--- config.mk ---
export PLATFORM = sky130hd
export DESIGN_NAME = uart_mmio
export DESIGN_NICKNAME = d
export VERILOG_FILES = /design/src/rtl/uart_mmio.sv
export SDC_FILE = /design/constraint.sdc
export NUM_CORES = 1
export LEC_CHECK = 0
export ABC_CLOCK_PERIOD_IN_PS = 8800
export CELL_PAD_IN_SITES_DETAIL_PLACEMENT = 0
export CELL_PAD_IN_SITES_GLOBAL_PLACEMENT = 1
export CORE_MARGIN = 3
export CORE_UTILIZATION = 45
export DETAILED_ROUTE_END_ITERATION = 7
export PLACE_DENSITY = 0.79
export SLEW_MARGIN = 20
export SYNTH_ARGS = -nofsm -noshare
export SYNTH_HDL_FRONTEND = slang
export SYNTH_SLANG_ARGS = --single-unit
--- constraint.sdc ---
create_clock -name clk -period 8.8 [get_ports clk]
set_input_delay 0.88 -clock clk [delete_from_list [all_inputs] [get_ports clk]]
set_output_delay 0.88 -clock clk [all_outputs]
set_load 0.05 [all_outputs]
--- src/rtl/uart_mmio.sv ---
// Memory-mapped UART front end: TX/RX byte FIFOs behind DATA/STATUS/CTRL registers plus a level irq.
// Latency: bus response 1 cycle after acceptance; bus write reaches tx_valid 1 cycle after acceptance.
// Backpressure: one outstanding bus request (req_ready = !rsp_valid); rx_ready drops when RX FIFO is full.

module uart_fifo #(
    parameter int WIDTH = 8,
    parameter int DEPTH = 16
) (
    input  logic                     clk,
    input  logic                     rst,
    input  logic                     wr_vld,
    input  logic [WIDTH-1:0]         wr_dat,
    input  logic                     rd_rdy,
    output logic [WIDTH-1:0]         rd_dat,
    output logic [$clog2(DEPTH):0]   count,
    output logic                     full,
    output logic                     empty
);
    localparam int AW = $clog2(DEPTH);
    localparam int CW = AW + 1;

    logic [WIDTH-1:0] mem [DEPTH];
    logic [AW-1:0]    wr_ptr;
    logic [AW-1:0]    rd_ptr;
    logic             do_wr;
    logic             do_rd;

    // Full/empty come from the registered count, so a same-cycle pop never frees room for a push.
    assign full   = (count == CW'(DEPTH));
    assign empty  = (count == '0);
    assign do_wr  = wr_vld && !full;
    assign do_rd  = rd_rdy && !empty;
    assign rd_dat = mem[rd_ptr];

    always_ff @(posedge clk) begin
        if (rst) begin
            wr_ptr <= '0;
            rd_ptr <= '0;
            count  <= '0;
        end else begin
            if (do_wr) wr_ptr <= wr_ptr + AW'(1);
            if (do_rd) rd_ptr <= rd_ptr + AW'(1);
            count <= count + CW'(do_wr) - CW'(do_rd);
        end
    end

    always_ff @(posedge clk) begin
        if (do_wr) mem[wr_ptr] <= wr_dat;
    end
endmodule

module uart_mmio #(
    parameter int DATA_BITS = 8,
    parameter int TX_DEPTH  = 16,
    parameter int RX_DEPTH  = 16
) (
    input  logic                 clk,
    input  logic                 rst,
    input  logic                 req_valid,
    output logic                 req_ready,
    input  logic                 req_we,
    input  logic [3:0]           req_addr,
    input  logic [31:0]          req_wdata,
    output logic                 rsp_valid,
    input  logic                 rsp_ready,
    output logic [31:0]          rsp_rdata,
    output logic [DATA_BITS-1:0] tx_data,
    output logic                 tx_valid,
    input  logic                 tx_ready,
    input  logic [DATA_BITS-1:0] rx_data,
    input  logic                 rx_valid,
    output logic                 rx_ready,
    output logic                 irq
);
    localparam int TCW = $clog2(TX_DEPTH) + 1;
    localparam int RCW = $clog2(RX_DEPTH) + 1;

    typedef enum logic [1:0] {
        REG_DATA   = 2'd0,
        REG_STATUS = 2'd1,
        REG_CTRL   = 2'd2,
        REG_RSVD   = 2'd3
    } reg_sel_t;

    typedef struct packed {
        logic [7:0] rsvd_hi;
        logic [7:0] rx_count;
        logic [7:0] tx_count;
        logic [2:0] rsvd_lo;
        logic       tx_drop;
        logic       rx_full;
        logic       rx_empty;
        logic       tx_empty;
        logic       tx_full;
    } status_t;

    logic                 acc;
    reg_sel_t             sel;
    logic                 data_wr;
    logic                 data_rd;
    logic                 tx_full;
    logic                 tx_empty;
    logic [TCW-1:0]       tx_count;
    logic                 rx_full;
    logic                 rx_empty;
    logic [RCW-1:0]       rx_count;
    logic [DATA_BITS-1:0] rx_head;
    logic [2:0]           ctrl;
    logic                 tx_drop;
    status_t              status;
    logic [31:0]          rd_mux;
    logic                 unused_ok;

    assign req_ready = !rsp_valid;
    assign acc       = req_valid && req_ready;
    assign sel       = reg_sel_t'(req_addr[3:2]);
    assign data_wr   = acc && req_we && (sel == REG_DATA);
    assign data_rd   = acc && !req_we && (sel == REG_DATA);
    assign tx_valid  = !tx_empty;
    assign rx_ready  = !rx_full;
    assign unused_ok = ^{req_addr[1:0], req_wdata};

    uart_fifo #(.WIDTH(DATA_BITS), .DEPTH(TX_DEPTH)) u_tx_fifo (
        .clk    (clk),
        .rst    (rst),
        .wr_vld (data_wr),
        .wr_dat (req_wdata[DATA_BITS-1:0]),
        .rd_rdy (tx_ready),
        .rd_dat (tx_data),
        .count  (tx_count),
        .full   (tx_full),
        .empty  (tx_empty)
    );

    // RX pushes are gated by rx_ready inside the FIFO, so nothing received is ever lost.
    uart_fifo #(.WIDTH(DATA_BITS), .DEPTH(RX_DEPTH)) u_rx_fifo (
        .clk    (clk),
        .rst    (rst),
        .wr_vld (rx_valid),
        .wr_dat (rx_data),
        .rd_rdy (data_rd),
        .rd_dat (rx_head),
        .count  (rx_count),
        .full   (rx_full),
        .empty  (rx_empty)
    );

    always_comb begin
        status          = '0;
        status.tx_full  = tx_full;
        status.tx_empty = tx_empty;
        status.rx_empty = rx_empty;
        status.rx_full  = rx_full;
        status.tx_drop  = tx_drop;
        status.tx_count = 8'(tx_count);
        status.rx_count = 8'(rx_count);
        rd_mux          = '0;
        if (!req_we) begin
            unique case (sel)
                REG_DATA:   if (!rx_empty) rd_mux = {1'b1, 23'b0, 8'(rx_head)};
                REG_STATUS: rd_mux = status;
                REG_CTRL:   rd_mux = {29'b0, ctrl};
                REG_RSVD:   rd_mux = '0;
                default:    rd_mux = '0;
            endcase
        end
    end

    always_ff @(posedge clk) begin
        if (rst) begin
            rsp_valid <= 1'b0;
            rsp_rdata <= '0;
        end else if (acc) begin
            rsp_valid <= 1'b1;
            rsp_rdata <= rd_mux;
        end else if (rsp_ready) begin
            rsp_valid <= 1'b0;
        end
    end

    always_ff @(posedge clk) begin
        if (rst) begin
            ctrl    <= '0;
            tx_drop <= 1'b0;
            irq     <= 1'b0;
        end else begin
            if (acc && req_we && (sel == REG_CTRL)) ctrl <= req_wdata[2:0];
            if (data_wr && tx_full) begin
                tx_drop <= 1'b1;
            end else if (acc && req_we && (sel == REG_STATUS) && req_wdata[4]) begin
                tx_drop <= 1'b0;
            end
            irq <= (ctrl[0] && !rx_empty) || (ctrl[1] && tx_empty) || (ctrl[2] && tx_drop);
        end
    end
endmodule

==> results.md <==
- The overall die area is 0.0299 mm².
- In the final layout, the share of cells above drive strength 1 is 16.8%.
- The final route contains 6266 vias.
- STA classifies the critical path endpoint as an output pin.
- edfxtp_1 is the most common cell in the netlist.
- The number of gates resized after CTS was 0.
- Entering global routing, the biggest net connects 63 pins.
- The synthesized area divided by synthesized cell count is 17.8 µm².
- The via count of the first global-routing pass came to 6564.
- The share of the yosys chip area belonging to registers is 70.7%.
- Summed over all layers, the global routing overflow is 0.
- The weighted congestion at the end of routability-driven global placement is 0.801.
- The design draws 3.53 mW.
- The placed cell count is 1107.
- The final-report hold violation count was 0.
- Walking the worst path, the cells encountered are buf_4 -> mux4_2 -> mux4_2 -> clkdlybuf4s50_1.
- The number of antenna violations at the first check in global routing came to 0.
- After synthesis the cells add up to 0.0125 mm².
- The total CTS buffers is 31.
- The horizontal die dimension is 173 µm.
- Yosys attributes the largest share of cell area to edfxtp_1, mux4_2, dfxtp_1.
- The clock latency reported for the late side of the worst-skew pair is 0.56 ns.
- The number of diodes is 0.
- Wires add up to 23800 µm.
- Setup repair after global routing left no endpoint under its margin.
- 96 I/O pins were placed.
- The HPWL reported at the end of detailed placement is 15700 µm.
- The synthesis-to-layout area growth is 14.8%.
- Dividing the final minimum period by the clock period gives 47.1%.
- Across the run, the number of max-cap violations was 0.
- The number of design rule violations left after detail routing is 0.
- CTS saw 315 sinks.
- In this run the standard cell core region covers 0.0272 mm².
- The post-synthesis cell type with the largest combined area is edfxtp_1.
- At the worst endpoint, the arrival time is 3.26 ns.
- The initialized floorplan defines 60 standard-cell rows.
- The category of the critical setup timing path is reg -> out.
- The clock edge transition at the registers on the reported setup and hold paths is 0.06 ns.
- After the last flow step, the layout net total stands at 841.
- The critical path startpoint category is a flip-flop.
- Before antenna repair, the detailed router went through 5 iterations.
- After synthesis, the most frequently instantiated cells are edfxtp_1, nor2_1, mux4_2.
- After technology mapping, the gate count stands at 704.
- The power per cell area is 245 mW/mm².
- The routed length per instance is 20.5 µm.
- The clock period could shrink to 4.14 ns.
- The critical path required time is 7.92 ns.
- The largest driver fanout on the critical path is 32.
- The number of DRC markers in iteration 0 is 445.
- The sum of negative setup slack is 0 ns.
- The max-slew violation count is 0.
- The detail route stage leaves a number of antenna-violating nets equal to 0.
- On the final layout, the worst clock skew is 0.0148 ns.
- The synthesized flop and latch total is 315.
- The maximum clock rate is 0.241 GHz.
- The cell repeated most along the worst path is mux4_2.
- The buffers inserted during post-CTS setup optimization is 0.
- The layout has 2177 filler cells.
- The maximum ir drop on the vdd rail is 210 µV.
- The synthesis warning total is 0.
- The flow ran to the end, and the final reports show no timing, DRC or antenna violations.
- The final standard cell count with taps included and fillers excluded is 1163.
- The starting density of the core is 46.2%.
- The maximum cell stage delay along the critical path is 0.72 ns.
- Counting distinct cell types in the post-synthesis netlist gives 53.
- The worst-case headroom to the max-slew limit is 27.6%.
- In this run the worst hold path is classified as reg -> reg.
- Summed over all cells, the static leakage comes to 4.59 nW.
- Setup violations remaining at the end of the flow were counted as 0.
- The vertical die dimension is 173 µm.
- The maximum clock path buffer count is 3.
- The first global-routing pass estimated 37400 µm of wire.
- The quantity of I/O buffers inserted on ports is 56.
- The share of synthesized area in the top cell type comes to 61.3%.
- For the pin with the worst max-slew slack, the measured transition is 1.09 ns.
- In this run, synthesis inferred 256 flip-flops with an integrated enable.
- After clock tree synthesis, the flow added hold-fix buffers numbering 0.
- In the routed layout, each cell is associated on average with a via count of 5.39.
- TritonCTS built the clock tree.
- The overall routing resource usage is 15.7%.
- For this run, the leading register cell type out of synthesis is edfxtp_1.
- The proportion of synthesized flip-flops having asynchronous set or reset is 0%.
- The critical-path cell with the highest stage delay is clkdlybuf4s50_1.
- The tree is rooted in a clkbuf_16.
- In this run the number of H-tree levels came out at 1.
==> where the power goes <==
part	total (mW)	internal [mW]	switching, mW
sequential	1.70	1.66	0.0385
clock	1.23	0.700	0.527
combinational	0.600	0.263	0.337
total	3.53	2.62	0.903
==> layer usage <==
| metal | GRT usage, % | up-vias | routed length (µm) |
|---|---|---|---|
| li1 | - | 2865 | - |
| met1 | 20.2 | 3187 | 9740 |
| met2 | 27.9 | 170 | 12300 |
| met3 | 2.66 | 44 | 1190 |
| met4 | 4.32 | 0 | 586 |
| met5 | 0 | - | 0 |
==> cells in the final DEF, fill, tap and decap left out, types with 9 or more instances in the layout <==
cell	count
edfxtp_1	256
nor2_1	69
mux4_2	66
dfxtp_1	58
clkdlybuf4s50_1	55
clkbuf_16	31
ha_1	20
nand2_1	19
a21oi_1	15
mux2i_1	14
inv_1	13
conb_1	13
a22oi_1	12
buf_4	12
nand3_1	10
xor2_1	10
clkinv_1	10
nand2b_1	9
==> layout make-up <==
cell class / instances / area (µm²) / share of cell area, %
tap: 372 / 465 / 3.23
multi-input combinational: 339 / 3410 / 23.7
sequential: 315 / 8870 / 61.6
inverter: 13 / 48.8 / 0.339
clock buffer: 33 / 783 / 5.44
timing repair buffer: 68 / 646 / 4.48
clock inverter: 23 / 174 / 1.21
==> path summary, 6_finish.rpt <==
path / from / cells after the start / slack (ns) / end
hold / removal: rsp_rdata[31] / 2 / 0.46 / rsp_rdata[31]
setup / recovery: flip-flop / 4 / 4.66 / tx_data[4]
setup reg to reg: u_rx_fifo.count[2] / 12 / 5.55 / u_rx_fifo.count[4]
hold reg to reg: rsp_rdata[31] / 2 / 0.46 / rsp_rdata[31]
==> flip-flops by register name, indices dropped and copies added, names as in the netlist, named ones only <==
register,cells
ctrl,3
irq,1
rsp_rdata,19
rsp_valid,1
tx_drop,1
u_rx_fifo.count,5
u_rx_fifo.mem,128
u_rx_fifo.rd_ptr,4
u_rx_fifo.wr_ptr,4
u_tx_fifo.count,5
u_tx_fifo.mem,128
u_tx_fifo.rd_ptr,4
u_tx_fifo.wr_ptr,4
==> cell families (layout without fill, tap and decap cells) <==
logic type / Yosys count / count (layout) / synth area share (%)
DFF: 315 / 315 / 70.7
xor gates and xnor gates: 17 / 17 / 1.19
and+or+nand+nor: 150 / 150 / 5.90
AOI/OAI and AO/OA: 45 / 45 / 2.42
muxes: 92 / 92 / 15.0
adders and majority gates: 22 / 22 / 2.31
buffers and inverters: 62 / 137 / 2.47
other: 1 / 13 / 0.0299
==> metrics by stage <==
stage	hold slack, ns	instance area (µm²)	setup WS [ns]	utilization, %
after detailed placement	0.457	13400	4.90	49.5
after global placement	0.459	13400	4.92	49.5
after CTS	0.466	14400	4.60	53.0
final	0.461	14400	4.66	53.0
after floorplan	0.451	12600	5.78	-
after global routing	0.505	14400	4.50	53.0
==> worst max-delay path, delay by kind of cell, from the launching register on <==
family / cells / cell delay, ns
multiplexers: 2 / 1.14
buffers and inverters: 2 / 1.23
flip-flops: 1 / 0.32
(Power assumes the default switching activity.)
